<file path="src/rtl/id_stage_pkg.sv">
// Shared CPU definitions: instruction field layout, ALU opcodes,
// decode bundle and decode-stage buffer states.
package id_stage_pkg;

    localparam int INSTR_W = 8;

    localparam int OP_HI  = 7;
    localparam int OP_LO  = 4;
    localparam int RD_HI  = 3;
    localparam int RD_LO  = 2;
    localparam int RS_HI  = 1;
    localparam int RS_LO  = 0;
    localparam int IMM_HI = 3;
    localparam int IMM_LO = 0;

    localparam logic [3:0] OP_ADD = 4'b0001;
    localparam logic [3:0] OP_SUB = 4'b0011;
    localparam logic [3:0] OP_AND = 4'b0100;
    localparam logic [3:0] OP_OR  = 4'b0101;
    localparam logic [3:0] OP_XOR = 4'b0110;
    localparam logic [3:0] OP_SHL = 4'b0111;
    localparam logic [3:0] OP_SHR = 4'b1000;
    localparam logic [3:0] OP_CMP = 4'b1001;

    // Encoding follows occupancy: bit0 = main entry, bit1 = skid entry
    typedef enum logic [1:0] {
        ST_EMPTY = 2'b00,
        ST_ONE   = 2'b01,
        ST_FULL  = 2'b11
    } state_t;

    typedef struct packed {
        logic [3:0] opcode;
        logic [1:0] rd;
        logic [1:0] rs;
        logic [3:0] imm;
        logic       is_alu;
    } dec_t;

    function automatic logic is_alu_op(
        input logic [3:0] op
    );
        logic r;
        case (op)
            OP_ADD, OP_SUB, OP_AND, OP_OR,
            OP_XOR, OP_SHL, OP_SHR, OP_CMP:
                r = 1'b1;
            default:
                r = 1'b0;
        endcase
        return r;
    endfunction

endpackage

</file>
<file path="src/rtl/id_stage_instr_decode.sv">
// Combinational instruction field split plus ALU-class flag,
// used on the capture path of each decode-buffer entry.
module instr_decode
    import id_stage_pkg::*;
(
    input  logic [INSTR_W-1:0] instr,
    output dec_t               dec
);

    always_comb begin
        dec        = '0;
        dec.opcode = instr[OP_HI:OP_LO];
        dec.rd     = instr[RD_HI:RD_LO];
        dec.rs     = instr[RS_HI:RS_LO];
        dec.imm    = instr[IMM_HI:IMM_LO];
        dec.is_alu = is_alu_op(instr[OP_HI:OP_LO]);
    end

endmodule

</file>
<file path="src/rtl/id_stage.sv">
// Decode stage: two-entry skid buffer (main + skid) with a registered
// if_ready, decoding each instruction as it is captured.
module id_stage
    import id_stage_pkg::*;
#(
    parameter int PC_WIDTH = 8
) (
    input  logic                clock,
    input  logic                reset,
    input  logic                flush,
    input  logic                if_valid,
    input  logic [INSTR_W-1:0]  if_instr,
    input  logic [PC_WIDTH-1:0] if_pc,
    output logic                if_ready,
    output logic                id_valid,
    input  logic                id_ready,
    output logic [3:0]          id_opcode,
    output logic [1:0]          id_rd,
    output logic [1:0]          id_rs,
    output logic [3:0]          id_imm,
    output logic [PC_WIDTH-1:0] id_pc,
    output logic                id_is_alu
);

    state_t state, state_nxt;

    dec_t dec_main_in, dec_skid_in;
    dec_t main_dec, skid_dec;

    logic [PC_WIDTH-1:0] main_pc, skid_pc;

    logic up, dn;
    logic ld_main, ld_skid, mv_skid;
    logic clr_main, clr_skid;

    instr_decode u_dec_main (
        .instr (if_instr),
        .dec   (dec_main_in)
    );

    instr_decode u_dec_skid (
        .instr (if_instr),
        .dec   (dec_skid_in)
    );

    assign id_valid = state[0];
    assign up       = if_valid & if_ready;
    assign dn       = id_valid & id_ready;

    // if_ready is registered from the next state so it never
    // depends combinationally on id_ready
    always_ff @(posedge clock) begin
        if (reset) begin
            state    <= ST_EMPTY;
            if_ready <= 1'b1;
        end else begin
            state    <= state_nxt;
            if_ready <= (state_nxt != ST_FULL);
        end
    end

    always_comb begin
        state_nxt = state;
        if (flush) begin
            state_nxt = ST_EMPTY;
        end else begin
            unique case (state)
                ST_EMPTY: if (up) state_nxt = ST_ONE;
                ST_ONE: begin
                    if (up && !dn)      state_nxt = ST_FULL;
                    else if (!up && dn) state_nxt = ST_EMPTY;
                end
                ST_FULL:  if (dn) state_nxt = ST_ONE;
                default:  state_nxt = ST_EMPTY;
            endcase
        end
    end

    always_comb begin
        ld_main  = 1'b0;
        ld_skid  = 1'b0;
        mv_skid  = 1'b0;
        clr_main = 1'b0;
        clr_skid = 1'b0;
        if (flush) begin
            clr_main = 1'b1;
            clr_skid = 1'b1;
        end else begin
            unique case (state)
                ST_EMPTY: ld_main = up;
                ST_ONE: begin
                    ld_main  = up & dn;
                    ld_skid  = up & ~dn;
                    clr_main = dn & ~up;
                end
                ST_FULL: begin
                    mv_skid  = dn;
                    clr_skid = dn;
                end
                default: begin
                    clr_main = 1'b1;
                    clr_skid = 1'b1;
                end
            endcase
        end
    end

    always_ff @(posedge clock) begin
        if (reset) begin
            main_dec <= '0;
            main_pc  <= '0;
            skid_dec <= '0;
            skid_pc  <= '0;
        end else begin
            if (ld_main) begin
                main_dec <= dec_main_in;
                main_pc  <= if_pc;
            end else if (mv_skid) begin
                main_dec <= skid_dec;
                main_pc  <= skid_pc;
            end else if (clr_main) begin
                main_dec <= '0;
                main_pc  <= '0;
            end
            if (ld_skid) begin
                skid_dec <= dec_skid_in;
                skid_pc  <= if_pc;
            end else if (clr_skid) begin
                skid_dec <= '0;
                skid_pc  <= '0;
            end
        end
    end

    assign id_opcode = main_dec.opcode;
    assign id_rd     = main_dec.rd;
    assign id_rs     = main_dec.rs;
    assign id_imm    = main_dec.imm;
    assign id_is_alu = main_dec.is_alu;
    assign id_pc     = main_pc;

endmodule

</file>
<file path="config.mk">
export PLATFORM = sky130hd
export DESIGN_NAME = id_stage
export DESIGN_NICKNAME = d
export VERILOG_FILES = /design/src/rtl/id_stage_pkg.sv /design/src/rtl/id_stage_instr_decode.sv /design/src/rtl/id_stage.sv
export SDC_FILE = /design/constraint.sdc
export NUM_CORES = 1
export LEC_CHECK = 0
export CORE_UTILIZATION = 43
export CTS_BUF_LIST = sky130_fd_sc_hd__clkbuf_16
export DETAILED_ROUTE_END_ITERATION = 6
export PLACE_DENSITY = 0.79
export SETUP_SLACK_MARGIN = 0.5
export SYNTH_ARGS = -nofsm -noshare
export SYNTH_HDL_FRONTEND = slang
export SYNTH_SLANG_ARGS = --single-unit
</file>
<file path="constraint.sdc">
create_clock -name clock -period 1.8 [get_ports clock]
set_input_delay 0.36 -clock clock [delete_from_list [all_inputs] [get_ports clock]]
set_output_delay 0.36 -clock clock [all_outputs]
set_load 0.005 [all_outputs]
</file>
# After elaboration in Yosys (flattened, before gate mapping)
# Memories as Yosys holds them, arrays and structs flattened.
# Cells that the tools add are included.
# totals
reg_bits,45
n_memories,2
wordCells,61
output_inout_bits,23
romBits,32
in_bits,21
# op_classes
eq_ne,3
bitwise,7
n_reduce_logical,9
muxes,26
# memory_table
memory,depth,width,read_ports,rd_clocked_by_memory_dff,write_ports,line_no,text
(no name shown),16,1,1,0,0,id_stage_pkg.sv:44,case (op)
(no name shown),16,1,1,0,0,id_stage_pkg.sv:44,
# ops
op,n
13-bit 2-to-1 mux,5
8-bit 2-to-1 mux,5
2-bit 2-to-1 mux,5
1-bit 2-to-1 mux,7
1-bit case mux with 2 select lines,3
2-bit case mux with 3 select lines,1
1-bit bitwise AND,5
2-bit OR reduction,2
3-bit nonzero test,1
"2-bit by 1-bit == test with 1-bit output, second input constant",1
"2-bit == test, second input constant",1
1-bit logical AND,2
1-bit zero test,2
2-bit zero test,1
"2-bit != test, second input constant",1
1-bit inverter,2
2-bit nonzero test,1

# Depth between registers and ports, before layout
# logic_depth
ltp_word,8
depth_mapped,9
mapped_depth_nobuf,6

# Modules after synthesis
# A second synthesis with hierarchy kept.
# hier_totals
cells_unflattened,212
area_unflattened_um2,2018.2
# modules_own_cells
module,seq_area_each_um2,instances,cells_each,area_per_inst_um2
id_stage,900.9,1,184,1810.5
instr_decode,0.0,2,14,103.8

# Worst setup path before layout
# No wires, ideal clock.
# synth_path
path_type,flip-flop to flip-flop
startpoint,reg state[0]
endpoint,reg main_dec (netlist bit id_imm[1])
required_time_ns,1.721
setup_time_ns,0.079
arrival_ns,1.793
path_stages_with_launch,9
path_buffers,3
synth_period_minus_slack_ns,1.872
path_slack_ns,-0.072
cell_sequence,dfxtp_1 -> ha_1 -> a31oi_1 -> or3_1 -> buf_6 -> and2_4 -> buf_6 -> buf_12 -> a211oi_2
# synth_via
elab_chain_cells,5
elab_cells_between_ends,16
classes_between,eq/ne: 2; mux: 8; bitwise: 3; reduce/logical: 3
# synth_lines
item,line_no,text
start: declaration,id_stage.sv:25,"state_t state, state_nxt;"
start signal: assignment,id_stage.sv:57,state <= state_nxt;
2-bit == test (tied with other cells),id_stage.sv:89,unique case (state)
2-bit OR reduction (no source line) (tied with other cells),--,
1-bit case mux with 2 select lines / 1-bit 2-to-1 mux (equally long branches),"id_stage.sv:89, id_stage.sv:85",
1-bit 2-to-1 mux / 13-bit 2-to-1 mux (equally long branches),"id_stage.sv:85, id_stage.sv:118",
3-bit nonzero test (no source line) / 13-bit 2-to-1 mux (equally long branches),--,
end signal: assignment,id_stage.sv:116,main_dec <= dec_main_in;
end signal: assignment,id_stage.sv:119,main_dec <= skid_dec;
end: declaration,id_stage.sv:28,"dec_t main_dec, skid_dec;"
# Several ways; a longest one is shown, not always the timed one.
# A chain may end at the register's enable or synchronous reset.

# Worst setup path in the final report
# layout_path
startpoint,reg state[0]
endpoint,"reg main_pc[1], in the netlist id_pc[1]"
# layout_via
elab_chain_cells,5
elab_cells_between_ends,16
classes_between,eq/ne: 2; mux: 8; bitwise: 3; reduce/logical: 3
# layout_lines
item,line_no,text
2-bit == test (tied with other cells),id_stage.sv:89,
2-bit OR reduction (no source line) (tied with other cells),--,
1-bit case mux with 2 select lines / 1-bit 2-to-1 mux (equally long branches),"id_stage.sv:89, id_stage.sv:85",
1-bit 2-to-1 mux / 8-bit 2-to-1 mux (equally long branches),"id_stage.sv:85, id_stage.sv:118",
3-bit nonzero test (no source line) / 8-bit 2-to-1 mux (equally long branches),--,
end signal: assignment,id_stage.sv:117,main_pc <= if_pc;
end signal: assignment,id_stage.sv:120,main_pc <= skid_pc;
end: declaration,id_stage.sv:30,"logic [PC_WIDTH-1:0] main_pc, skid_pc;"
# Several ways; a longest one is shown, not always the timed one.

==> run summary <==
outcome: finished, final reports clean
yosys warns: 0
1st-pass router iterations: 4
Slew headroom: 0.778
initial antenna violation count: 0
total number of vias: 1,526
kind of critical path: reg2reg
Final Hold Vio Count: 0
clk_lat worst skew: 280 ps
CTS clk-pin slew, worst paths: 50 ps
ys flop type: dfxtp_1
number of CTS-inserted buffers: 5
Crit path buffers/inverters: 2
Layout Nets: 243
Initial Util: 0.451
RSZ-0062 raised after global routing: true
DR WL/cell: 17.8 um
Pwr per Cell Area: 866 nW/um^2
CP required: 1990 ps
Vias/cell: 5.72
CTS Sinks: 37
Worst Path Arrival: 1860 ps
static leakage: 1.06 nW
Slew Limit Fails: 0
Avg Cell Area, Syn: 10.4 um^2
fin crit share: 0.929
capturing point of the worst reg2reg path: id_pc[1]
cell taking the most area after synthesis: dfxtp_1
final setup TNS: 0 ps
area growth from synthesis to layout: 55.8%
sequential area share after synthesis: 0.445
largest net degree at the start of global routing: 18
async set-reset flop share out of synthesis: 0
global-route wire length before repair: 7.13 mm
slowest CP cell: dfxtp_4
largest stage delay on the critical path: 400 ps
gate count of the mapped netlist: 160
Cell Chain, Critical Path: inv_4 > ha_4 > or2b_4 > nand3_2 > clkbuf_16 > o22ai_2 > a211oi_2
Tmin final: 1670 ps
Crit path max-delay family: flip-flops
#FFs+latches synth: 37
worst hold margin: 472 ps
Netlist Area Pre-Place: 1660 um^2
initial detailed-routing violation count: 76
hold crit path type: reg2reg
Ports: 44
Max Clk Rate: 598 MHz
CP Capture Type: register
Max FO, Critical Path: 8
# DRC: 0
RR Startpoint: state[0]
Die Area: 4120 um^2
Final Skew: 4.14 ps
Total Routed Length: 4.76 mm
R2R Setup Slk: 130 ps
Cells on Worst Hold Path: 2
Netlist cell types: 34
ANT nets after route: 0
H-tree levels: 2
Hold Path End: id_pc[5]
Max VDD drop: 0.548 mV
Area contributors post-synth: dfxtp_1 (45%), a22o_1 (9.0%), a211oi_2 (7.5%)
n_diodes: 0
CTS tree: built
hold buffer count at CTS: 0
Syn Nets: 185
Core Rows: 22
share of the synthesized area in the top cell type: 0.445
vias in the first global route: 1,497
Hold Crit Start: skid_pc[5]
Die Ht: 64.2 um
grt ovf: 0
port buffer count: 43
Die Width: 64.2 um
r2r worst-path depth: 7
# setup viols final: 0
startpoint types: register
Post-synth EDFFs: 0
Root Buffer: clkbuf_16
Max Cap Violations: 0
HPWL Detailed: 2.75 mm
measured slew at the worst slew-check pin: 332 ps
total track usage: 0.225
CORE AREA: 3690 um^2
clock buffer depth: 2
GP Congestion: 0.921
ratio of cells with drive above 1 in the final layout: 0.402
metrics by stage:
| step | cells | utilization | cell area [um^2] | power, mW | setup WS (ps) |
|---|---|---|---|---|---|
| 3_5_place_dp | 249 | 0.588 | 2170 | 1.23 | -187 |
| 6_report | 267 | 0.703 | 2590 | 2.24 | 128 |
| 4_1_cts | 263 | 0.676 | 2490 | 2.23 | 187 |
| 3_3_place_gp | 249 | 0.588 | 2170 | 1.22 | -76.4 |
| 5_1_grt | 267 | 0.703 | 2590 | 2.32 | 96.3 |
| 2_1_floorplan | 160 | - | 1700 | 1.08 | 106 |
worst max-delay path by stage:
stage | from | endpoint | slack, ps | depth (start not counted)
after floorplan | state[1] | id_imm[1] | 110 | 9
after global placement | if_valid | id_pc[3] | -80 | 6
after detailed placement | if_valid | id_rd[1] | -190 | 5
after CTS | state[0] | id_pc[5] | 190 | 6
after global routing | state[0] | id_pc[1] | 100 | 7
final | state[0] | id_pc[1] | 130 | 7
tightest hold or removal path: stages, from the launching register on:
cell and delay [ps]:
dfxtp_1 310, nand2_1 60, a211oi_2 60
layout by cell type (no fill, tap or decap), types with 4 or more instances in the layout:
cell,instances
a211oi_1,4
and2_4,4
buf_4,13
dlygate4sd2_1,20
dfxtp_1,24
o22ai_1,5
o22ai_2,11
dfxtp_2,10
a211oi_2,13
a22o_1,17
buf_6,6
clkbuf_16,6
nand2_1,17
clkdlybuf4s50_1,18
logic make-up (layout without fill, tap and decap cells):
| group | Yosys count | in the layout | synth area share |
|---|---|---|---|
| AO/OA/AOI/OAI | 64 | 64 | 0.314 |
| adder cells (fa/ha/maj) | 5 | 5 | 0.0361 |
| buffers and inverters | 20 | 77 | 0.101 |
| flip-flops | 37 | 37 | 0.445 |
| AND/OR/NAND/NOR | 34 | 36 | 0.104 |
Yosys cell counts, drive strengths merged, types with 2 or more instances:
master  instances
ha              4
buf            10
o21ai           2
nand3           2
a31oi           3
a22o           17
clkbuf          6
dfxtp          37
a211oi         17
inv             4
nand2          19
o22ai          17
nor3            3
and2            3
nor2            2
o211ai          3
sequential cells by signal, indices dropped and copies added, names as in the netlist:
register   count
id_opcode      4
state          2
skid_pc        8
if_ready       1
id_rd          2
skid_dec       9
id_rs          1
id_imm         1
id_is_alu      1
id_pc          8
metal layers:
| metal | vias to the layer above | wire length, um | track usage |
|---|---|---|---|
| met4 | 0 | 78 | 0.0667 |
| met3 | 8 | 322 | 0.0661 |
| met5 | - | 0 | 0 |
| met2 | 70 | 2350 | 0.386 |
| met1 | 728 | 2020 | 0.269 |
| li1 | 720 | - | - |
power breakdown:
| part | internal (mW) | switching, mW |
|---|---|---|
| combinational | 0.211 | 0.171 |
| clock | 0.648 | 0.324 |
| sequential | 0.859 | 0.0307 |
final cells by class:
cell class              instances  area (um^2)
flip-flops and latches         37          764
well taps                      48         60.1
clock inverters                 3         40.0
clock buffers                   5          125
fillers                       291         1100
repair buffers                 65          633
inverters                       4         20.0
multi-input cells             105          948
repair_timing:
item,CTS,global route
buffers inserted,3,3
resized for setup,61,19
cloned,3,1
endpoints found under the hold margin,0,0
setup endpoints to repair,59,41
pin swaps,9,10
Power figures use the tool's default switching activity.
